`src/rtl/hex_keypad_scanner_pkg.sv`:
```
// Shared keypad definitions: scanner FSM states, {row,col} keymap and the
// active-low column strobe encoding (also used by the display select decoder).
package keypad_pkg;

   typedef enum logic [1:0] {
      SCAN     = 2'd0,
      DEBOUNCE = 2'd1,
      PRESSED  = 2'd2
   } scan_state_t;

   // Indexed by {row, col}; '*' reads as E and '#' as F.
   localparam logic [15:0][3:0] KEYMAP = {
      4'hD, 4'hF, 4'h0, 4'hE,
      4'hC, 4'h9, 4'h8, 4'h7,
      4'hB, 4'h6, 4'h5, 4'h4,
      4'hA, 4'h3, 4'h2, 4'h1
   };

   localparam logic [3:0][3:0] COL_STROBE = {4'b0111, 4'b1011, 4'b1101, 4'b1110};

   // Lowest-numbered low row wins when several rows are pulled down.
   function automatic logic [1:0] lowest_low_row(input logic [3:0] rows);
      logic [1:0] idx;
      idx = 2'd0;
      for (int i = 3; i >= 0; i--) begin
         if (!rows[i]) idx = 2'(i);
      end
      return idx;
   endfunction

endpackage

```
`src/rtl/hex_keypad_scanner_if.sv`:
```
// Keypad-side and entry-side signals of the hex keypad scanner.
interface hex_keypad_scanner_if;
   logic [3:0]  row;
   logic        clr;
   logic [3:0]  col;
   logic [3:0]  key;
   logic        key_valid;
   logic        key_held;
   logic [15:0] value;

   modport master (input row, clr, output col, key, key_valid, key_held, value);
   modport slave  (output row, clr, input col, key, key_valid, key_held, value);
endinterface

```
`src/rtl/hex_keypad_scanner_scan_tick_gen.sv`:
```
// Free-running divider: one-cycle tick every clkdiv_ratio+1 clocks.
module scan_tick_gen #(
   parameter int unsigned clkdiv_ratio = 100
) (
   input  logic clk,
   input  logic rst,
   output logic tick
);
   localparam int unsigned DIV_W = (clkdiv_ratio > 0) ? $clog2(clkdiv_ratio + 1) : 1;

   logic [DIV_W-1:0] div_q, div_d;

   assign tick = (div_q == DIV_W'(clkdiv_ratio));

   always_comb begin
      div_d = tick ? '0 : div_q + DIV_W'(1);
   end

   always_ff @(posedge clk) begin
      if (rst) div_q <= '0;
      else     div_q <= div_d;
   end
endmodule

```
`src/rtl/hex_keypad_scanner.sv`:
```
// 4x4 hex keypad scanner: strobes columns, debounces press and release on scan
// ticks, and shifts each accepted key code into a 4-digit entry register.
module hex_keypad_scanner
   import keypad_pkg::*;
#(
   parameter int unsigned clkdiv_ratio   = 100,
   parameter int unsigned debounce_ticks = 4
) (
   input logic                  clk,
   input logic                  rst,
   hex_keypad_scanner_if.master kp
);
   localparam int unsigned CNT_W = $clog2(debounce_ticks + 1);

   logic             tick;
   logic [3:0]       sync1_q, rs_q;
   scan_state_t      state_q, state_d;
   logic [1:0]       col_idx_q, col_idx_d;
   logic [1:0]       row_q, row_d;
   logic [CNT_W-1:0] cnt_q, cnt_d, cnt_inc;
   logic [3:0]       key_q, key_d, code;
   logic             key_valid_q, key_valid_d;
   logic             key_held_q, key_held_d;
   logic [15:0]      value_q, value_d;
   logic             accept, row_low;

   scan_tick_gen #(.clkdiv_ratio(clkdiv_ratio)) u_tick (
      .clk  (clk),
      .rst  (rst),
      .tick (tick)
   );

   assign row_low = !rs_q[row_q];
   assign cnt_inc = cnt_q + CNT_W'(1);

   always_comb begin
      state_d    = state_q;
      col_idx_d  = col_idx_q;
      row_d      = row_q;
      cnt_d      = cnt_q;
      key_held_d = key_held_q;
      accept     = 1'b0;
      if (tick) begin
         case (state_q)
            SCAN: begin
               if (rs_q != 4'hF) begin
                  // Column stays frozen until the key is released or rejected.
                  row_d = lowest_low_row(rs_q);
                  if (debounce_ticks <= 1) begin
                     accept  = 1'b1;
                     state_d = PRESSED;
                     cnt_d   = '0;
                  end else begin
                     cnt_d   = CNT_W'(1);
                     state_d = DEBOUNCE;
                  end
               end else begin
                  col_idx_d = col_idx_q + 2'd1;
               end
            end
            DEBOUNCE: begin
               if (!row_low) begin
                  state_d   = SCAN;
                  col_idx_d = col_idx_q + 2'd1;
                  cnt_d     = '0;
               end else if (cnt_inc == CNT_W'(debounce_ticks)) begin
                  accept  = 1'b1;
                  state_d = PRESSED;
                  cnt_d   = '0;
               end else begin
                  cnt_d = cnt_inc;
               end
            end
            PRESSED: begin
               if (row_low) begin
                  cnt_d = '0;
               end else if (cnt_inc == CNT_W'(debounce_ticks)) begin
                  key_held_d = 1'b0;
                  state_d    = SCAN;
                  col_idx_d  = col_idx_q + 2'd1;
                  cnt_d      = '0;
               end else begin
                  cnt_d = cnt_inc;
               end
            end
            default: state_d = SCAN;
         endcase
      end

      code        = KEYMAP[{row_d, col_idx_q}];
      key_valid_d = accept;
      key_d       = accept ? code : key_q;
      if (accept) key_held_d = 1'b1;
      // A coincident clear beats the shift-in.
      if (kp.clr)      value_d = '0;
      else if (accept) value_d = {value_q[11:0], code};
      else             value_d = value_q;
   end

   always_ff @(posedge clk) begin
      if (rst) begin
         sync1_q     <= 4'hF;
         rs_q        <= 4'hF;
         state_q     <= SCAN;
         col_idx_q   <= 2'd0;
         row_q       <= 2'd0;
         cnt_q       <= '0;
         key_q       <= 4'h0;
         key_valid_q <= 1'b0;
         key_held_q  <= 1'b0;
         value_q     <= 16'h0000;
      end else begin
         sync1_q     <= kp.row;
         rs_q        <= sync1_q;
         state_q     <= state_d;
         col_idx_q   <= col_idx_d;
         row_q       <= row_d;
         cnt_q       <= cnt_d;
         key_q       <= key_d;
         key_valid_q <= key_valid_d;
         key_held_q  <= key_held_d;
         value_q     <= value_d;
      end
   end

   assign kp.col       = COL_STROBE[col_idx_q];
   assign kp.key       = key_q;
   assign kp.key_valid = key_valid_q;
   assign kp.key_held  = key_held_q;
   assign kp.value     = value_q;
endmodule

```
`src/flat_wrapper.sv`:
```
// flat-port wrapper written by rule: the top's interface ports become plain ports
module hex_keypad_scanner_flat import keypad_pkg::*;
#(
   parameter int unsigned clkdiv_ratio   = 100,
   parameter int unsigned debounce_ticks = 4
)
  (clk, rst, kp_row, kp_clr, kp_col, kp_key, kp_key_valid, kp_key_held, kp_value);
  hex_keypad_scanner_if kp_i ();
  input logic clk;
  input logic rst;
  input wire logic [$bits(kp_i.row)-1:0] kp_row;
  input wire logic [$bits(kp_i.clr)-1:0] kp_clr;
  output wire logic [$bits(kp_i.col)-1:0] kp_col;
  output wire logic [$bits(kp_i.key)-1:0] kp_key;
  output wire logic [$bits(kp_i.key_valid)-1:0] kp_key_valid;
  output wire logic [$bits(kp_i.key_held)-1:0] kp_key_held;
  output wire logic [$bits(kp_i.value)-1:0] kp_value;
  assign kp_i.row = kp_row;
  assign kp_i.clr = kp_clr;
  assign kp_col = kp_i.col;
  assign kp_key = kp_i.key;
  assign kp_key_valid = kp_i.key_valid;
  assign kp_key_held = kp_i.key_held;
  assign kp_value = kp_i.value;
  hex_keypad_scanner #(.clkdiv_ratio(clkdiv_ratio), .debounce_ticks(debounce_ticks)) u_core (.clk(clk), .rst(rst), .kp(kp_i));
endmodule
```
`config.mk`:
```
export PLATFORM = sky130hd
export DESIGN_NAME = hex_keypad_scanner_flat
export DESIGN_NICKNAME = d
export VERILOG_FILES = /design/src/rtl/hex_keypad_scanner_pkg.sv /design/src/rtl/hex_keypad_scanner_if.sv /design/src/rtl/hex_keypad_scanner_scan_tick_gen.sv /design/src/rtl/hex_keypad_scanner.sv /design/src/flat_wrapper.sv
export SDC_FILE = /design/constraint.sdc
export NUM_CORES = 1
export LEC_CHECK = 0
export BUFFER_PORTS_ARGS = -buffer_cell sky130_fd_sc_hd__buf_2
export CORE_MARGIN = 2
export CORE_UTILIZATION = 60
export CTS_BUF_LIST = sky130_fd_sc_hd__clkbuf_8
export DETAILED_ROUTE_END_ITERATION = 7
export PLACE_DENSITY = 0.94
export REMOVE_ABC_BUFFERS = 1
export SLEW_MARGIN = 20
export SYNTH_ARGS = -nofsm -noshare
export SYNTH_HDL_FRONTEND = slang
export SYNTH_SLANG_ARGS = --single-unit
```
`constraint.sdc`:
```
create_clock -name clk -period 3.3 [get_ports clk]
set_input_delay 0.495 -clock clk [delete_from_list [all_inputs] [get_ports clk]]
set_output_delay 0.495 -clock clk [all_outputs]
set_load 0.01 [all_outputs]
```
==> results.toml <==
[run_status]
status = "complete, no violations"

[drt]
drt_pass1_iterations = 4
wl_mm = 4.105
drcViolationCount = 0
drt-initial-drc-count = 73
vias = 1768
wl_per_cell_um = 12.95
vias_per_cell = 5.577
postRouteAntennaNets = 0

[floorplan]
pin_count = 33
die_h_um = 64.52
rows = 21
core-area_um2 = 3416
die_x_um = 64.52
dieArea_um2 = 4162
start_util_pct = 64.32

[timing]
layout_min_cycle_time_ns = 2.404
max-slew-margin-rel_pct = 48.71
hold_ws_ns = 0.3818
finalMaxSlewViolations = 0
skew_ns = 0.004392
finalCritPeriodShare_pct = 72.85
tightest_slew_ns = 0.7693
setup-tns-final_ns = 0
finalHoldViolCount = 0
setup_viol = 0
rsz0062_at_grt = "no"
max_freq_ghz = 0.4160

[power]
power.total_mw = 0.9819
leakagePower_nw = 1.003
max-vdd-ir-drop_mv = 0.2950
power-per-cell-area_nw_per_um2 = 400.2

[final_layout]
final_common_cell = "dfxtp_1"
area_growth_pct = 11.67
diodes = 0
drive_above_1_share_pct = 23.99
stdcell_count = 317
utilization_pct = 71.83
nets = 293
final_cell_mix = "dfxtp_1 (46), buf_2 (32), nand2_1 (30)"

[setup_path]
worstPathArrival_ns = 2.57
worstPathRequired_ns = 3.46
path_class = "register to register"
start_kind = "register"
critPathMaxStageDelay_ns = 0.74
path_max_fanout = 24
end_kind = "register"
cp_cell_sequence = "inv_1, ha_1, nand4b_1, nor2_1, and3_1, o31a_1, a211oi_2"
cp_slowest_cell = "and3_1"

[synthesis]
yosysSeqAreaShare_pct = 41.91
synth_top_area_share_pct = 41.91
yosys.cell_types.count = 52
syn-cell-area_um2 = 2197
async_flop_share_pct = 0
ys_warn_count = 0
ys_ff_latch = 46
synth_area_leaders = "dfxtp_1 (42%), ha_1 (9.1%), nand2_1 (5.1%)"
syn-mean-instance-area_um2 = 9.117
synth_edf_count = 0
synth_area_leader_cell = "dfxtp_1"
netlist_instances = 241
ys.flop_type = "dfxtp_1"

[clock_network]
hold_buffers = 0
cts.sinks = 46
cts_setup_buffers = 0
ctsHtreeMaxLevel = 2
path_clk_slew_ns = 0.07
cts_root_buf = "clkbuf_8"
cts_inserted_buffers = 5
clock_path_buffers = 2
clk_latency_ns = 0.29
cts_tree = "built"
cts_resized = 0

[global_route]
grt_max_degree = 27
antenna_found_initial = 0
grt_overflow_total = 0
first_global_vias = 1735
grt_pass1_wl_mm = 7.555
grt_usage_pct = 22.75

[job]
drv_cap = 0

[placed_design]
gp_routability_congestion = 0.8567
dp.final_hpwl_mm = 2.948
io_buffers = 32
place_inst = 309

[min_path]
hold_path.class = "input pin to register"
## cell families (layout without fill, tap and decap cells)
family	Yosys count	in the layout	synth area share, %
AO/OA/AOI/OAI	49	49	16.91
flip-flops	46	46	41.91
multiplexers	5	5	2.847
adder cells (fa/ha/maj)	16	16	9.112
AND/OR/NAND/NOR	94	94	21.01
buffers and inverters	25	55	5.809
XOR/XNOR	6	6	2.392
## state kept, by name, indices dropped and copies added, names as in the netlist
signal	flops
u_core.kp.value	16
u_core.u_tick.div_q	7
u_core.kp.key	4
u_core.rs_q	4
u_core.sync1_q	4
u_core.cnt_q	3
u_core.col_idx_q	2
u_core.row_q	2
u_core.state_q	2
u_core.kp.key_held	1
u_core.kp.key_valid	1
## metrics by stage
stage	cell area, um2	setup slack, ns
2_1_floorplan	2126	1.270
3_3_place_gp	2344	0.9976
3_5_place_dp	2344	0.9408
4_1_cts	2454	0.8973
5_1_grt	2454	0.6349
6_report	2454	0.8960
## critical path, delay by kind of cell, from the launching register on
kind            cells  cell delay [ns]
flops               1             0.34
buf+inv             1             0.06
simple gates        3             1.37
compound gates      2             0.35
fa+ha+maj           1             0.15
## report_power, final
| part | switching [mW] | internal, mW | leakage, nW |
|---|---|---|---|
| Sequential | 0.00647 | 0.562 | 0.373 |
| Clock | 0.169 | 0.211 | 0.0575 |
| Combinational | 0.0196 | 0.0136 | 0.572 |
| Total | 0.195 | 0.787 | 1.00 |
## final cells by class
| class | count | area [um2] |
|---|---|---|
| multi-input combinational | 170 | 1149 |
| tap | 46 | 57.56 |
| timing repair buffer | 32 | 160.2 |
| sequential | 46 | 920.9 |
| clock buffer | 8 | 110.1 |
| fill | 243 | 962.2 |
| inverter | 15 | 56.30 |
## per-layer routing
layer	global-route usage, %	share of wire [%]	vias to the layer above	wire [um]
li1	-	-	892	-
met1	29.97	47	828	1919
met2	36.59	48	42	1957
met3	5.556	4.2	6	173
met4	7.713	1.3	0	54
met5	0	0	-	0
## worst paths after layout
check / endpoint / start / depth (start not counted) / slack, ns
worst min-delay path: u_core.sync1_q[2] / kp_row[2] / 2 / 0.38
worst max register to register: u_core.kp.key[2] / u_core.u_tick.div_q[0] / 7 / 0.90
worst max-delay path: u_core.kp.key[2] / u_core.u_tick.div_q[0] / 7 / 0.90
worst min register to register: u_core.rs_q[2] / u_core.sync1_q[2] / 1 / 0.41
## Yosys cell counts, types with 2 or more instances
| cell | count |
|---|---|
| a2111oi_2 | 2 |
| a211oi_1 | 2 |
| a211oi_2 | 2 |
| a21oi_1 | 14 |
| a22oi_1 | 3 |
| a31o_2 | 2 |
| a31oi_1 | 2 |
| a31oi_2 | 2 |
| and3_1 | 3 |
| buf_6 | 4 |
| clkbuf_1 | 5 |
| dfxtp_1 | 46 |
| ha_1 | 16 |
| inv_1 | 15 |
| mux2i_1 | 4 |
| nand2_1 | 30 |
| nand2b_1 | 2 |
| nand3_1 | 6 |
| nor2_1 | 27 |
| nor3_1 | 3 |
| o21ai_0 | 7 |
| or2_2 | 10 |
| xnor2_1 | 4 |
| xor2_1 | 2 |
(Power assumes the default switching activity.)
